## src/rtl/fp_pkg.sv

```systemverilog
// Shared FP helpers: default widths, operand classes, flag bit positions, canonical qNaN.
package fp_pkg;
  localparam int DEF_EXP_W = 5;
  localparam int DEF_MAN_W = 10;

  typedef enum logic [1:0] {FP_ZERO, FP_NORM, FP_INF, FP_NAN} fpClassE;

  // out_flags = {nan, overflow, underflow, zero}
  localparam int FLG_ZERO = 0;
  localparam int FLG_UNF  = 1;
  localparam int FLG_OVF  = 2;
  localparam int FLG_NAN  = 3;

  function automatic int fpWidth(input int expW, input int manW);
    return 1 + expW + manW;
  endfunction

  function automatic int fpBias(input int expW);
    return (1 << (expW - 1)) - 1;
  endfunction

  function automatic int fpExpMax(input int expW);
    return (1 << expW) - 1;
  endfunction

  function automatic logic [63:0] canonQnan(input int expW, input int manW);
    logic [63:0] r;
    r = ((64'(1) << expW) - 64'(1)) << manW;
    r[manW-1] = 1'b1;
    return r;
  endfunction

  // Subnormals land in FP_ZERO: they are flushed, not multiplied.
  function automatic fpClassE fpClassify(input logic expZero, input logic expOnes,
                                         input logic fracZero);
    if (expZero)       return FP_ZERO;
    else if (!expOnes) return FP_NORM;
    else if (fracZero) return FP_INF;
    else               return FP_NAN;
  endfunction
endpackage

```

## src/rtl/fp_round_pack.sv

```systemverilog
// Final stage of the FP multiplier: optional RNE rounding, range checks, special-value select, pack.
// FPMUL_RNE_EN selects round-to-nearest-even; otherwise the mantissa is truncated.
module fp_round_pack import fp_pkg::*; #(
  parameter int EXP_W = DEF_EXP_W,
  parameter int MAN_W = DEF_MAN_W
) (
  input  logic               sign,
  input  logic               isNan,
  input  logic               isInf,
  input  logic               isZero,
  input  logic [EXP_W+1:0]   esum,
  input  logic [MAN_W-1:0]   mant,
  input  logic               guard,
  input  logic               sticky,
  output logic [EXP_W+MAN_W:0] p,
  output logic [3:0]         flags
);
  localparam int W       = fpWidth(EXP_W, MAN_W);
  localparam int EXP_MAX = fpExpMax(EXP_W);
  localparam logic [W-1:0] QNAN = W'(canonQnan(EXP_W, MAN_W));

  logic [MAN_W-1:0] mantR;
  logic [EXP_W+1:0] expR;
  logic             ovf, unf;

`ifdef FPMUL_RNE_EN
  logic carry, rndUp;
  assign rndUp = guard & (sticky | mant[0]);
  // A carry out of the fraction leaves it all-zero and bumps the exponent.
  assign {carry, mantR} = {1'b0, mant} + (MAN_W+1)'(rndUp);
  assign expR = esum + (EXP_W+2)'(carry);
`else
  logic unusedRnd;
  assign unusedRnd = guard ^ sticky;
  assign mantR = mant;
  assign expR  = esum;
`endif

  // esum is two's complement; the top bit is its sign.
  assign ovf = !expR[EXP_W+1] && (expR[EXP_W:0] >= (EXP_W+1)'(EXP_MAX));
  assign unf = expR[EXP_W+1] || (expR == '0);

  always_comb begin
    p     = {sign, expR[EXP_W-1:0], mantR};
    flags = '0;
    if (isNan || (isInf && isZero)) begin
      p = QNAN;
      flags[FLG_NAN] = 1'b1;
    end else if (isInf) begin
      p = {sign, {EXP_W{1'b1}}, {MAN_W{1'b0}}};
    end else if (isZero) begin
      p = {sign, {(W-1){1'b0}}};
      flags[FLG_ZERO] = 1'b1;
    end else if (ovf) begin
      p = {sign, {EXP_W{1'b1}}, {MAN_W{1'b0}}};
      flags[FLG_OVF] = 1'b1;
    end else if (unf) begin
      p = {sign, {(W-1){1'b0}}};
      flags[FLG_UNF]  = 1'b1;
      flags[FLG_ZERO] = 1'b1;
    end
  end
endmodule

```

## src/rtl/fp_mul_pipe.sv

```systemverilog
// 3-stage pipelined FP multiplier (unpack/multiply, normalise, round/pack) with valid/ready flow.
// FPMUL_RNE_EN enables round-to-nearest-even in fp_round_pack; default build truncates.
module fp_mul_pipe import fp_pkg::*; #(
  parameter int EXP_W = DEF_EXP_W,
  parameter int MAN_W = DEF_MAN_W,
  parameter int TAG_W = 4
) (
  input  logic                 clk,
  input  logic                 rst,
  input  logic                 in_valid,
  output logic                 in_ready,
  input  logic [EXP_W+MAN_W:0] in_a,
  input  logic [EXP_W+MAN_W:0] in_b,
  input  logic [TAG_W-1:0]     in_tag,
  output logic                 out_valid,
  input  logic                 out_ready,
  output logic [EXP_W+MAN_W:0] out_p,
  output logic [TAG_W-1:0]     out_tag,
  output logic [3:0]           out_flags
);
  localparam int W      = fpWidth(EXP_W, MAN_W);
  localparam int BIAS   = fpBias(EXP_W);
  localparam int PW     = 2*MAN_W + 2;
  localparam int EPW    = EXP_W + 2;
  localparam int STAGES = 3;

  typedef struct packed {
    logic             sign;
    logic             isNan;
    logic             isInf;
    logic             isZero;
    logic [EPW-1:0]   esum;
    logic [PW-1:0]    prod;
    logic [TAG_W-1:0] tag;
  } s1T;

  typedef struct packed {
    logic             sign;
    logic             isNan;
    logic             isInf;
    logic             isZero;
    logic [EPW-1:0]   esum;
    logic [MAN_W-1:0] mant;
    logic             guard;
    logic             sticky;
    logic [TAG_W-1:0] tag;
  } s2T;

  logic              adv;
  logic [STAGES:1]   vldPipe;
  s1T                s1, s1Next;
  s2T                s2, s2Next;
  fpClassE           clsA, clsB;
  logic [W-1:0]      rpP;
  logic [3:0]        rpFlags;

  // The whole pipe moves as one; a stalled output freezes every stage.
  assign adv       = !out_valid || out_ready;
  assign in_ready  = adv;
  assign out_valid = vldPipe[STAGES];

  assign clsA = fpClassify(in_a[W-2:MAN_W] == '0, in_a[W-2:MAN_W] == '1, in_a[MAN_W-1:0] == '0);
  assign clsB = fpClassify(in_b[W-2:MAN_W] == '0, in_b[W-2:MAN_W] == '1, in_b[MAN_W-1:0] == '0);

  always_comb begin
    s1Next.sign   = in_a[W-1] ^ in_b[W-1];
    s1Next.isNan  = (clsA == FP_NAN)  || (clsB == FP_NAN);
    s1Next.isInf  = (clsA == FP_INF)  || (clsB == FP_INF);
    s1Next.isZero = (clsA == FP_ZERO) || (clsB == FP_ZERO);
    s1Next.esum   = EPW'(in_a[W-2:MAN_W]) + EPW'(in_b[W-2:MAN_W]) - EPW'(BIAS);
    s1Next.prod   = PW'({1'b1, in_a[MAN_W-1:0]}) * PW'({1'b1, in_b[MAN_W-1:0]});
    s1Next.tag    = in_tag;
  end

  // Significand product lies in [1,4); a set MSB means one extra exponent step.
  always_comb begin
    s2Next.sign   = s1.sign;
    s2Next.isNan  = s1.isNan;
    s2Next.isInf  = s1.isInf;
    s2Next.isZero = s1.isZero;
    s2Next.tag    = s1.tag;
    if (s1.prod[PW-1]) begin
      s2Next.esum   = s1.esum + EPW'(1);
      s2Next.mant   = s1.prod[2*MAN_W:MAN_W+1];
      s2Next.guard  = s1.prod[MAN_W];
      s2Next.sticky = |s1.prod[MAN_W-1:0];
    end else begin
      s2Next.esum   = s1.esum;
      s2Next.mant   = s1.prod[2*MAN_W-1:MAN_W];
      s2Next.guard  = s1.prod[MAN_W-1];
      s2Next.sticky = |s1.prod[MAN_W-2:0];
    end
  end

  fp_round_pack #(.EXP_W(EXP_W), .MAN_W(MAN_W)) uRoundPack (
    .sign   (s2.sign),
    .isNan  (s2.isNan),
    .isInf  (s2.isInf),
    .isZero (s2.isZero),
    .esum   (s2.esum),
    .mant   (s2.mant),
    .guard  (s2.guard),
    .sticky (s2.sticky),
    .p      (rpP),
    .flags  (rpFlags)
  );

  always_ff @(posedge clk) begin
    if (rst) begin
      vldPipe   <= '0;
      out_p     <= '0;
      out_tag   <= '0;
      out_flags <= '0;
    end else if (adv) begin
      vldPipe <= {vldPipe[STAGES-1:1], in_valid};
      if (in_valid)   s1 <= s1Next;
      if (vldPipe[1]) s2 <= s2Next;
      if (vldPipe[2]) begin
        out_p     <= rpP;
        out_tag   <= s2.tag;
        out_flags <= rpFlags;
      end
    end
  end
endmodule

```

## config.mk

```make
export PLATFORM = sky130hd
export DESIGN_NAME = fp_mul_pipe
export DESIGN_NICKNAME = d
export VERILOG_FILES = /design/src/rtl/fp_pkg.sv /design/src/rtl/fp_round_pack.sv /design/src/rtl/fp_mul_pipe.sv
export SDC_FILE = /design/constraint.sdc
export NUM_CORES = 1
export LEC_CHECK = 0
export BUFFER_PORTS_ARGS = -buffer_cell sky130_fd_sc_hd__buf_2
export CORE_ASPECT_RATIO = 1.1
export CORE_UTILIZATION = 30
export DETAILED_ROUTE_END_ITERATION = 6
export PLACE_DENSITY = 0.49
export SLEW_MARGIN = 40
export SYNTH_ARGS = -nofsm -noshare
export SYNTH_HDL_FRONTEND = slang
export SYNTH_HIERARCHICAL = 1
export SYNTH_SLANG_ARGS = --single-unit
```

## constraint.sdc

```tcl
create_clock -name clk -period 7.25 [get_ports clk]
set_clock_uncertainty 0.05 [all_clocks]
set_input_delay 0.725 -clock clk [delete_from_list [all_inputs] [get_ports clk]]
set_output_delay 0.725 -clock clk [all_outputs]
set_load 0.05 [all_outputs]
```

==> results of run 1 <==
worst min path at each step:
stage,cells after the start,to,slack [ps]
2_1_floorplan,0,s2[0],350
3_3_place_gp,0,s2[3],350
3_5_place_dp,0,s2[24],350
4_1_cts,0,s2[24],370
6_report,0,s2[24],370
5_1_grt,0,s2[0],380
flip-flops by register name (all words and copies together) (netlist names):
name       cells
s1            27
out_p         16
s2            25
out_tag        4
vldPipe        3
out_flags      4
worst register-to-register path, delay by kind of cell, from the launching register on:
family | cells | cell delay (ps)
and+or+nand+nor | 3 | 860
AOI/OAI and AO/OA | 2 | 550
DFF | 1 | 470
metal layers:
layer | wire length [um] | global-route usage | vias to the layer above
met2 | 7480 | 0.222 | 111
met1 | 7360 | 0.173 | 2428
met3 | 512 | 0.0101 | 19
met5 | 0 | 0 | -
li1 | - | - | 2609
met4 | 262 | 0.0422 | 0
power groups by stage:
stage	Clock, W	Combinational [W]	Sequential [W]
after floorplan	0	0.00149	0.000649
after detailed placement	0	0.00181	0.000649
after CTS	0.000472	0.00182	0.000640
after global placement	0	0.00181	0.000649
after global routing	0.000489	0.00207	0.000646
final	0.000463	0.00180	0.000639
through the flow:
stage	util	worst slack, ps	hold WS (ps)	instance area, um^2	std cells
finish	0.346	1830	367	8280	1136
global route	0.346	1370	379	8280	1136
CTS	0.346	1840	368	8280	1136
detailed placement	0.333	1500	355	7970	1120
global placement	0.333	1570	353	7970	1120
floorplan	-	1770	350	7400	784
layout make-up:
| cell class | instances | area (um^2) | share of cell area |
|---|---|---|---|
| Inverter | 131 | 492 | 0.0594 |
| Clock buffer | 9 | 225 | 0.0272 |
| Clock inverter | 7 | 87.6 | 0.0106 |
| Timing Repair Buffer | 67 | 340 | 0.0411 |
| Sequential cell | 79 | 2100 | 0.254 |
| Multi-Input combinational cell | 538 | 4660 | 0.562 |
| Tap cell | 305 | 382 | 0.0461 |
==> results.py, run 1 <==
metrics = {
    "worst_setup_path": {
        "cp_num_buf_inv": 4,
        "arrival_ps": 5440,
        "worstPathCellList": "buf_2 -> inv_1 -> nor2_1 -> fa_1 -> fa_1 -> fa_1 -> fa_1 -> inv_1 -> fa_1 -> inv_1 -> ha_1 -> nand3_1 -> or3_4 -> a2111oi_0 -> a211oi_1 -> xnor2_1",
        "cp-end-kind": "flip-flop",
        "endpoint": "s1[25]",
        "critical-path-top-delay-family": "adder cells",
        "r2r-start": "s2[21]",
        "r2r_cells": 5,
        "critPathLaunch": "in_b[7]",
        "cpMostUsedCell": "fa_1",
        "start_kind": "input pin",
        "cp.depth": 16,
        "r2r_slack_ps": 5270,
        "max_stage_delay_ps": 540,
        "worstSetupPathType": "input pin to flip-flop",
        "worst-path-max-fanout": 9,
        "regToRegEndpoint": "out_flags[1]",
        "cpMaxStageDelayCell": "fa_1",
        "cp.required_ps": 7270,
    },
    "timing": {
        "rsz0062_at_grt": "false",
        "max_freq_mhz": 185,
        "finalSetupTns_ps": 0,
        "post-route-period-util": 0.747,
        "setup_viol": 0,
        "fin_crit_ps": 5420,
        "slew_headroom": 0.480,
        "drv_slew": 0,
        "max_slew.worst_pin.slew_ps": 778,
        "finalHoldViolCount": 0,
    },
    "grt": {
        "grt.overflow.total": 0,
        "grt_use_total": 0.131,
        "grt_pass1_vias": 5224,
        "grt_max_degree": 30,
        "grt_pass1_wl_um": 26300,
        "antenna_found_initial": 0,
    },
    "clock_tree": {
        "cts_hold_buf": 0,
        "cts_tree": "yes",
        "cts-buffers-inserted": 9,
        "clockRootBuffer": "clkbuf_16",
        "post_cts_buffers": 0,
        "clk_pin_slew_ps": 60,
        "clock_latency_ps": 330,
        "cts_htree_levels": 3,
        "cts.path.max_buffers": 2,
        "cts_resized": 0,
        "clock_sinks": 79,
    },
    "die": {
        "start_util": 0.309,
        "die_h_um": 167,
        "io_pins": 66,
        "die_area_mm2": 0.0253,
        "core_mm2": 0.0239,
        "rows": 59,
        "die_w_um": 152,
    },
    "pwr": {
        "p_comb_frac": 0.620,
        "ir_worst_vdd_v": 0.000176,
        "intPower_w": 0.00164,
        "switching_share": 0.436,
        "p_total_w": 0.00290,
        "p_switching_w": 0.00126,
        "seqPwrFrac": 0.220,
        "clkPwrFrac": 0.160,
        "power.density_mw_per_mm2": 350,
        "power_leakage_nw": 3.76,
    },
    "drt": {
        "via_per_inst": 4.55,
        "drt-pass1-iter-count": 5,
        "drtIter0Drc": 160,
        "vias": 5167,
        "drcViolationCount": 0,
        "wl_per_cell_um": 13.8,
        "drt.antenna.violating_nets": 0,
        "routed_wl_um": 15600,
    },
    "final_layout": {
        "mostFrequentLayoutCells": "nand2_1, inv_1, fa_1",
        "antenna_cells": 0,
        "area_delta_synth_final_pct": 11.9,
        "drive_above_1_share": 0.126,
        "fillCellCount": 2544,
        "layout_commonest_cell": "nand2_1",
        "nets": 1016,
    },
    "yosys": {
        "syn_inst": 784,
        "avgSynthCellArea_um2": 9.44,
        "synth_area_mm2": 0.00740,
        "ys_warn_count": 6,
        "syn-num-nets": 974,
    },
    "placed_design": {
        "port_buffers": 65,
        "dp_hpwl_um": 12800,
        "gp_congestion": 0.866,
    },
    "status": {
        "outcome": "finished clean",
    },
    "run": {
        "maxCapViolCount": 0,
    },
    "hold_path": {
        "hp-class": "flip-flop to flip-flop",
        "min_from": "s1[34]",
    },
}
(Power assumes the default switching activity.)
==> run 2: changes to the inputs <==
Clock period 7.25 ns to 5.14 ns, I/O delays scaled along.
==> run 2 against run 1 <==
  * Core utilization grew 2.4 points
  * Non-clock buffer count increased by 72
  * First-iteration DRC count fell by 13%
  * Clock-buffer cell count did not move
  * Die area stayed put
  * Hold slack lost 58 ps
  * Sequential cell count unchanged
==> results.py, run 2 (synthesis results as in run 1) <==
metrics = {
    "drt": {
        "wl_per_cell_um": 13.4,
        "drt-pass1-iter-count": 5,
        "drt.antenna.violating_nets": 0,
        "drtIter0Drc": 139,
        "via_per_inst": 4.45,
        "routed_wl_um": 16100,
        "vias": 5372,
        "drcViolationCount": 0,
    },
    "placed_design": {
        "port_buffers": 65,
        "gp_congestion": 0.887,
        "dp_hpwl_um": 13700,
    },
    "timing": {
        "finalHoldViolCount": 0,
        "fin_crit_ps": 4880,
        "holdWs_ps": 309,
        "max_slew.worst_pin.slew_ps": 805,
        "max_freq_mhz": 205,
        "drv_slew": 0,
        "post-route-period-util": 0.949,
        "slew_headroom": 0.458,
        "setup_viol": 0,
        "rsz0062_at_grt": "false",
    },
    "final_layout": {
        "largestRegisters": "s1 x27, s2 x25, out_p x16",
        "layout_commonest_cell": "nand2_1",
        "area_delta_synth_final_pct": 19.5,
        "antenna_cells": 0,
        "regMostFlops": "s1",
        "largest_reg_flops": 27,
        "mostFrequentLayoutCells": "nand2_1, inv_1, fa_1",
        "drive_above_1_share": 0.203,
        "nets": 1088,
        "fillCellCount": 2492,
    },
    "worst_setup_path": {
        "cp-end-kind": "flip-flop",
        "r2r_slack_ps": 3170,
        "r2r_cells": 5,
        "worst-path-max-fanout": 6,
        "arrival_ps": 4900,
        "cpMostUsedCell": "fa_1",
        "worstSetupPathType": "input pin to flip-flop",
        "critical-path-top-delay-family": "adder cells",
        "max_stage_delay_ps": 540,
        "worstPathCellList": "buf_2 -> and2_1 -> fa_1 -> inv_1 -> fa_1 -> inv_1 -> fa_1 -> fa_1 -> inv_1 -> fa_1 -> inv_1 -> ha_1 -> and2_1 -> a21boi_1 -> or4_1 -> o211ai_1 -> xor2_1",
        "r2r-start": "s2[21]",
        "regToRegEndpoint": "out_flags[1]",
        "cp_num_buf_inv": 5,
        "start_kind": "input pin",
        "cpMaxStageDelayCell": "fa_1",
        "cp.required_ps": 5170,
    },
    "hold_path": {
        "min_from": "in_tag[1]",
        "whs_path_depth": 1,
        "hp-class": "input pin to flip-flop",
        "min_to": "s1[1]",
    },
    "grt": {
        "grt_pass1_vias": 5420,
        "antenna_found_initial": 0,
        "grt_pass1_wl_um": 26800,
        "grt.overflow.total": 0,
        "grt_max_degree": 30,
        "grt_use_total": 0.135,
    },
    "die": {
        "core_mm2": 0.0239,
        "io_pins": 66,
        "die_h_um": 167,
        "rows": 59,
        "die_w_um": 152,
        "die_area_mm2": 0.0253,
        "start_util": 0.309,
    },
    "pwr": {
        "p_comb_frac": 0.675,
        "power_leakage_nw": 4.10,
        "p_total_w": 0.00464,
        "power.density_mw_per_mm2": 524,
        "seqPwrFrac": 0.195,
        "clkPwrFrac": 0.130,
        "ir_worst_vdd_v": 0.000346,
        "intPower_w": 0.00275,
        "switching_share": 0.408,
        "p_switching_w": 0.00189,
    },
    "clock_tree": {
        "cts_tree": "yes",
        "clock_latency_ps": 330,
        "cts.path.max_buffers": 2,
        "cts-buffers-inserted": 9,
        "clock_sinks": 79,
        "clk_pin_slew_ps": 60,
        "cts_htree_levels": 3,
        "cts_hold_buf": 0,
        "clockRootBuffer": "clkbuf_16",
    },
    "run": {
        "maxCapViolCount": 0,
    },
    "status": {
        "outcome": "finished clean",
    },
}
-- run 2: worst max-delay path by stage --
stage	cells after the start	endpoint	slack, ps	start
after floorplan	18	s1[25]	4	in_b[9]
after global placement	17	s1[25]	-140	in_b[4]
after detailed placement	18	s1[25]	-170	in_a[1]
after CTS	18	s1[25]	180	in_a[1]
after global routing	16	s1[25]	20	in_b[7]
final	17	s1[24]	260	in_b[8]
-- run 2: final cells by class --
type | count | area, um^2 | share of cell area
Timing Repair Buffer | 139 | 906 | 0.102
Clock inverter | 6 | 62.6 | 0.00707
Tap cell | 305 | 382 | 0.0431
Multi-Input combinational cell | 538 | 4680 | 0.529
Inverter | 131 | 492 | 0.0556
Sequential cell | 79 | 2100 | 0.238
Clock buffer | 9 | 225 | 0.0255
-- run 2: timing repair --
action / 4_1_cts / 5_1_grt
hold endpoints to repair: 0 / 0
gates resized for setup: 0 / 3
endpoints found under the setup margin: 0 / 3
setup buffers: 0 / 0
-- run 2: stage by stage --
stage | TNS, ps | util | worst slack, ps | area (um^2) | std cells
after floorplan | 0 | - | 4.01 | 7420 | 784
after global placement | -405 | 0.357 | -138 | 8530 | 1192
after detailed placement | -590 | 0.357 | -174 | 8540 | 1192
after CTS | 0 | 0.369 | 181 | 8830 | 1207
after global routing | 0 | 0.370 | 24.4 | 8850 | 1207
final | 0 | 0.370 | 264 | 8850 | 1207
-- run 2: power groups by stage --
stage	clock network [W]	registers, W	logic (W)
after detailed placement	0	0.000917	0.00311
after global routing	0.000646	0.000915	0.00354
after CTS	0.000621	0.000904	0.00313
after global placement	0	0.000914	0.00312
final	0.000603	0.000904	0.00313
after floorplan	0	0.000916	0.00212
-- run 2: per-layer routing --
metal,global-route usage,share of wire,vias to the layer above
met5,0,0,-
met4,0.0461,0.016,0
met3,0.0104,0.030,18
met2,0.234,0.50,102
met1,0.173,0.46,2493
li1,-,-,2759
==> run 3: changes to the inputs <==
Settings changed: RECOVER_POWER set to 50.
Clock period 5.14 ns to 5.59 ns, I/O delays scaled along.
==> run 3 against run 2 <==
  * Power decreased by 17%
  * Cell count decreased by 4.6%
  * Setup slack improved by 210 ps
  * First-iteration DRC count increased by 32%
  * Combinational power decreased by 21%
  * Global-route usage decreased by 0.26 points
  * Critical path type unchanged
==> results.py, run 3 (synthesis results as in run 1) <==
metrics = {
    "status": {
        "outcome": "finished clean",
    },
    "pwr": {
        "power_leakage_nw": 3.76,
        "power.density_mw_per_mm2": 463,
        "ir_worst_vdd_v": 0.000234,
    },
    "placed_design": {
        "dpl_cell_area_mm2": 0.00809,
        "dp_cells": 1136,
        "gp_congestion": 0.869,
        "dp_hpwl_um": 13200,
        "port_buffers": 65,
        "dpl_worst_slack_ps": 133,
    },
    "timing": {
        "post-route-period-util": 0.916,
        "rsz0062_at_grt": "false",
        "fin_crit_ps": 5120,
        "finalHoldViolCount": 0,
        "setup_viol": 0,
        "slew_headroom": 0.0395,
        "finalSetupTns_ps": 0,
        "max_freq_mhz": 195,
        "max_slew.worst_pin.slew_ps": 1440,
        "drv_slew": 0,
        "fin_ws_ps": 470,
    },
    "die": {
        "io_pins": 66,
        "die_area_mm2": 0.0253,
        "start_util": 0.309,
        "core_mm2": 0.0239,
        "die_w_um": 152,
        "die_h_um": 167,
        "rows": 59,
    },
    "drt": {
        "drt.antenna.violating_nets": 0,
        "via_per_inst": 4.54,
        "wl_per_cell_um": 13.8,
        "drcViolationCount": 0,
        "routed_wl_um": 15900,
        "vias": 5235,
        "drtIter0Drc": 184,
        "drt-pass1-iter-count": 6,
    },
    "worst_setup_path": {
        "r2r_slack_ps": 3390,
        "cp.required_ps": 5610,
        "arrival_ps": 5140,
        "worstSetupPathType": "input pin to flip-flop",
        "r2r-start": "vldPipe[3]",
        "cp-end-kind": "flip-flop",
        "r2r_cells": 3,
        "regToRegEndpoint": "s1[0]",
        "worst-path-max-fanout": 10,
        "start_kind": "input pin",
    },
    "final_layout": {
        "drive_above_1_share": 0.126,
        "antenna_cells": 0,
        "largest_reg_flops": 27,
        "design_area_mm2": 0.00836,
        "largestRegisters": "s1 x27, s2 x25, out_p x16",
        "layout_commonest_cell": "nand2_1",
        "finalNonFillerCells": 1152,
        "mostFrequentLayoutCells": "nand2_1, inv_1, fa_1",
        "area_delta_synth_final_pct": 12.9,
        "regMostFlops": "s1",
        "nets": 1032,
    },
    "hold_path": {
        "min_to": "s1[1]",
        "min_from": "in_tag[1]",
        "hp-class": "input pin to flip-flop",
        "whs_path_depth": 1,
    },
    "run": {
        "maxCapViolCount": 0,
    },
    "clock_tree": {
        "cts.path.max_buffers": 2,
        "cts-buffers-inserted": 9,
        "cts_resized": 0,
        "clock_latency_ps": 330,
        "clk_pin_slew_ps": 60,
        "clockRootBuffer": "clkbuf_16",
        "post_cts_buffers": 0,
        "clock_sinks": 79,
        "cts_htree_levels": 3,
        "cts_hold_buf": 0,
        "cts_tree": "yes",
    },
    "grt": {
        "grt_use_total": 0.132,
        "grt_max_degree": 30,
        "antenna_found_initial": 0,
        "grt_pass1_vias": 5273,
        "grt.overflow.total": 0,
        "grt_pass1_wl_um": 26200,
    },
}
-- run 3: worst max-delay path by stage --
stage	from	to	slack, ps
final	in_a[5]	s1[25]	470
after global routing	in_a[1]	s1[25]	200
after CTS	in_a[7]	s1[25]	470
after detailed placement	in_a[7]	s1[25]	130
after global placement	in_a[1]	s1[24]	180
after floorplan	in_a[4]	s1[25]	280
-- run 3: critical path, stage by stage --
cell and delay [ps]:
buf_2 160, inv_1 130, nor2_1 80, fa_1 570, fa_1 450, fa_1 510, fa_1 550, inv_1 60
fa_1 520, inv_1 40, ha_1 400, nand3_1 140, or3_4 360, a2111oi_0 320, a211oi_1 150, xnor2_1 140
-- run 3: area by class of cell --
type / instances / area [um^2]
inverters: 131 / 492
clock inverters: 7 / 73.8
multi-input cells: 538 / 4650
fillers: 2532 / 15600
clock buffers: 9 / 225
repair buffers: 83 / 438
well taps: 305 / 382
flip-flops and latches: 79 / 2100
-- run 3: power breakdown --
group | total [W] | internal (W) | leakage (nW) | switching [W]
Clock | 0.000569 | 0.000345 | 0.134 | 0.000224
Combinational | 0.00247 | 0.00105 | 2.93 | 0.00142
Sequential | 0.000831 | 0.000798 | 0.700 | 0.0000330
Total | 0.00387 | 0.00219 | 3.76 | 0.00168
-- run 3: metrics by stage --
| stage | total power [W] | hold slack, ps | util |
|---|---|---|---|
| 6_report | 0.00387 | 357 | 0.349 |
| 5_1_grt | 0.00427 | 351 | 0.349 |
| 4_1_cts | 0.00392 | 343 | 0.351 |
| 3_5_place_dp | 0.00333 | 356 | 0.338 |
| 3_3_place_gp | 0.00333 | 353 | 0.338 |
| 2_1_floorplan | 0.00277 | 350 | - |
-- run 3: layer usage --
metal  vias to the layer above  wire length, um  global-route usage
li1                       2651                -                   -
met1                      2461             7440               0.170
met2                       100             7730               0.228
met3                        23              367             0.00877
met4                         0              358              0.0504
met5                         -                0                   0
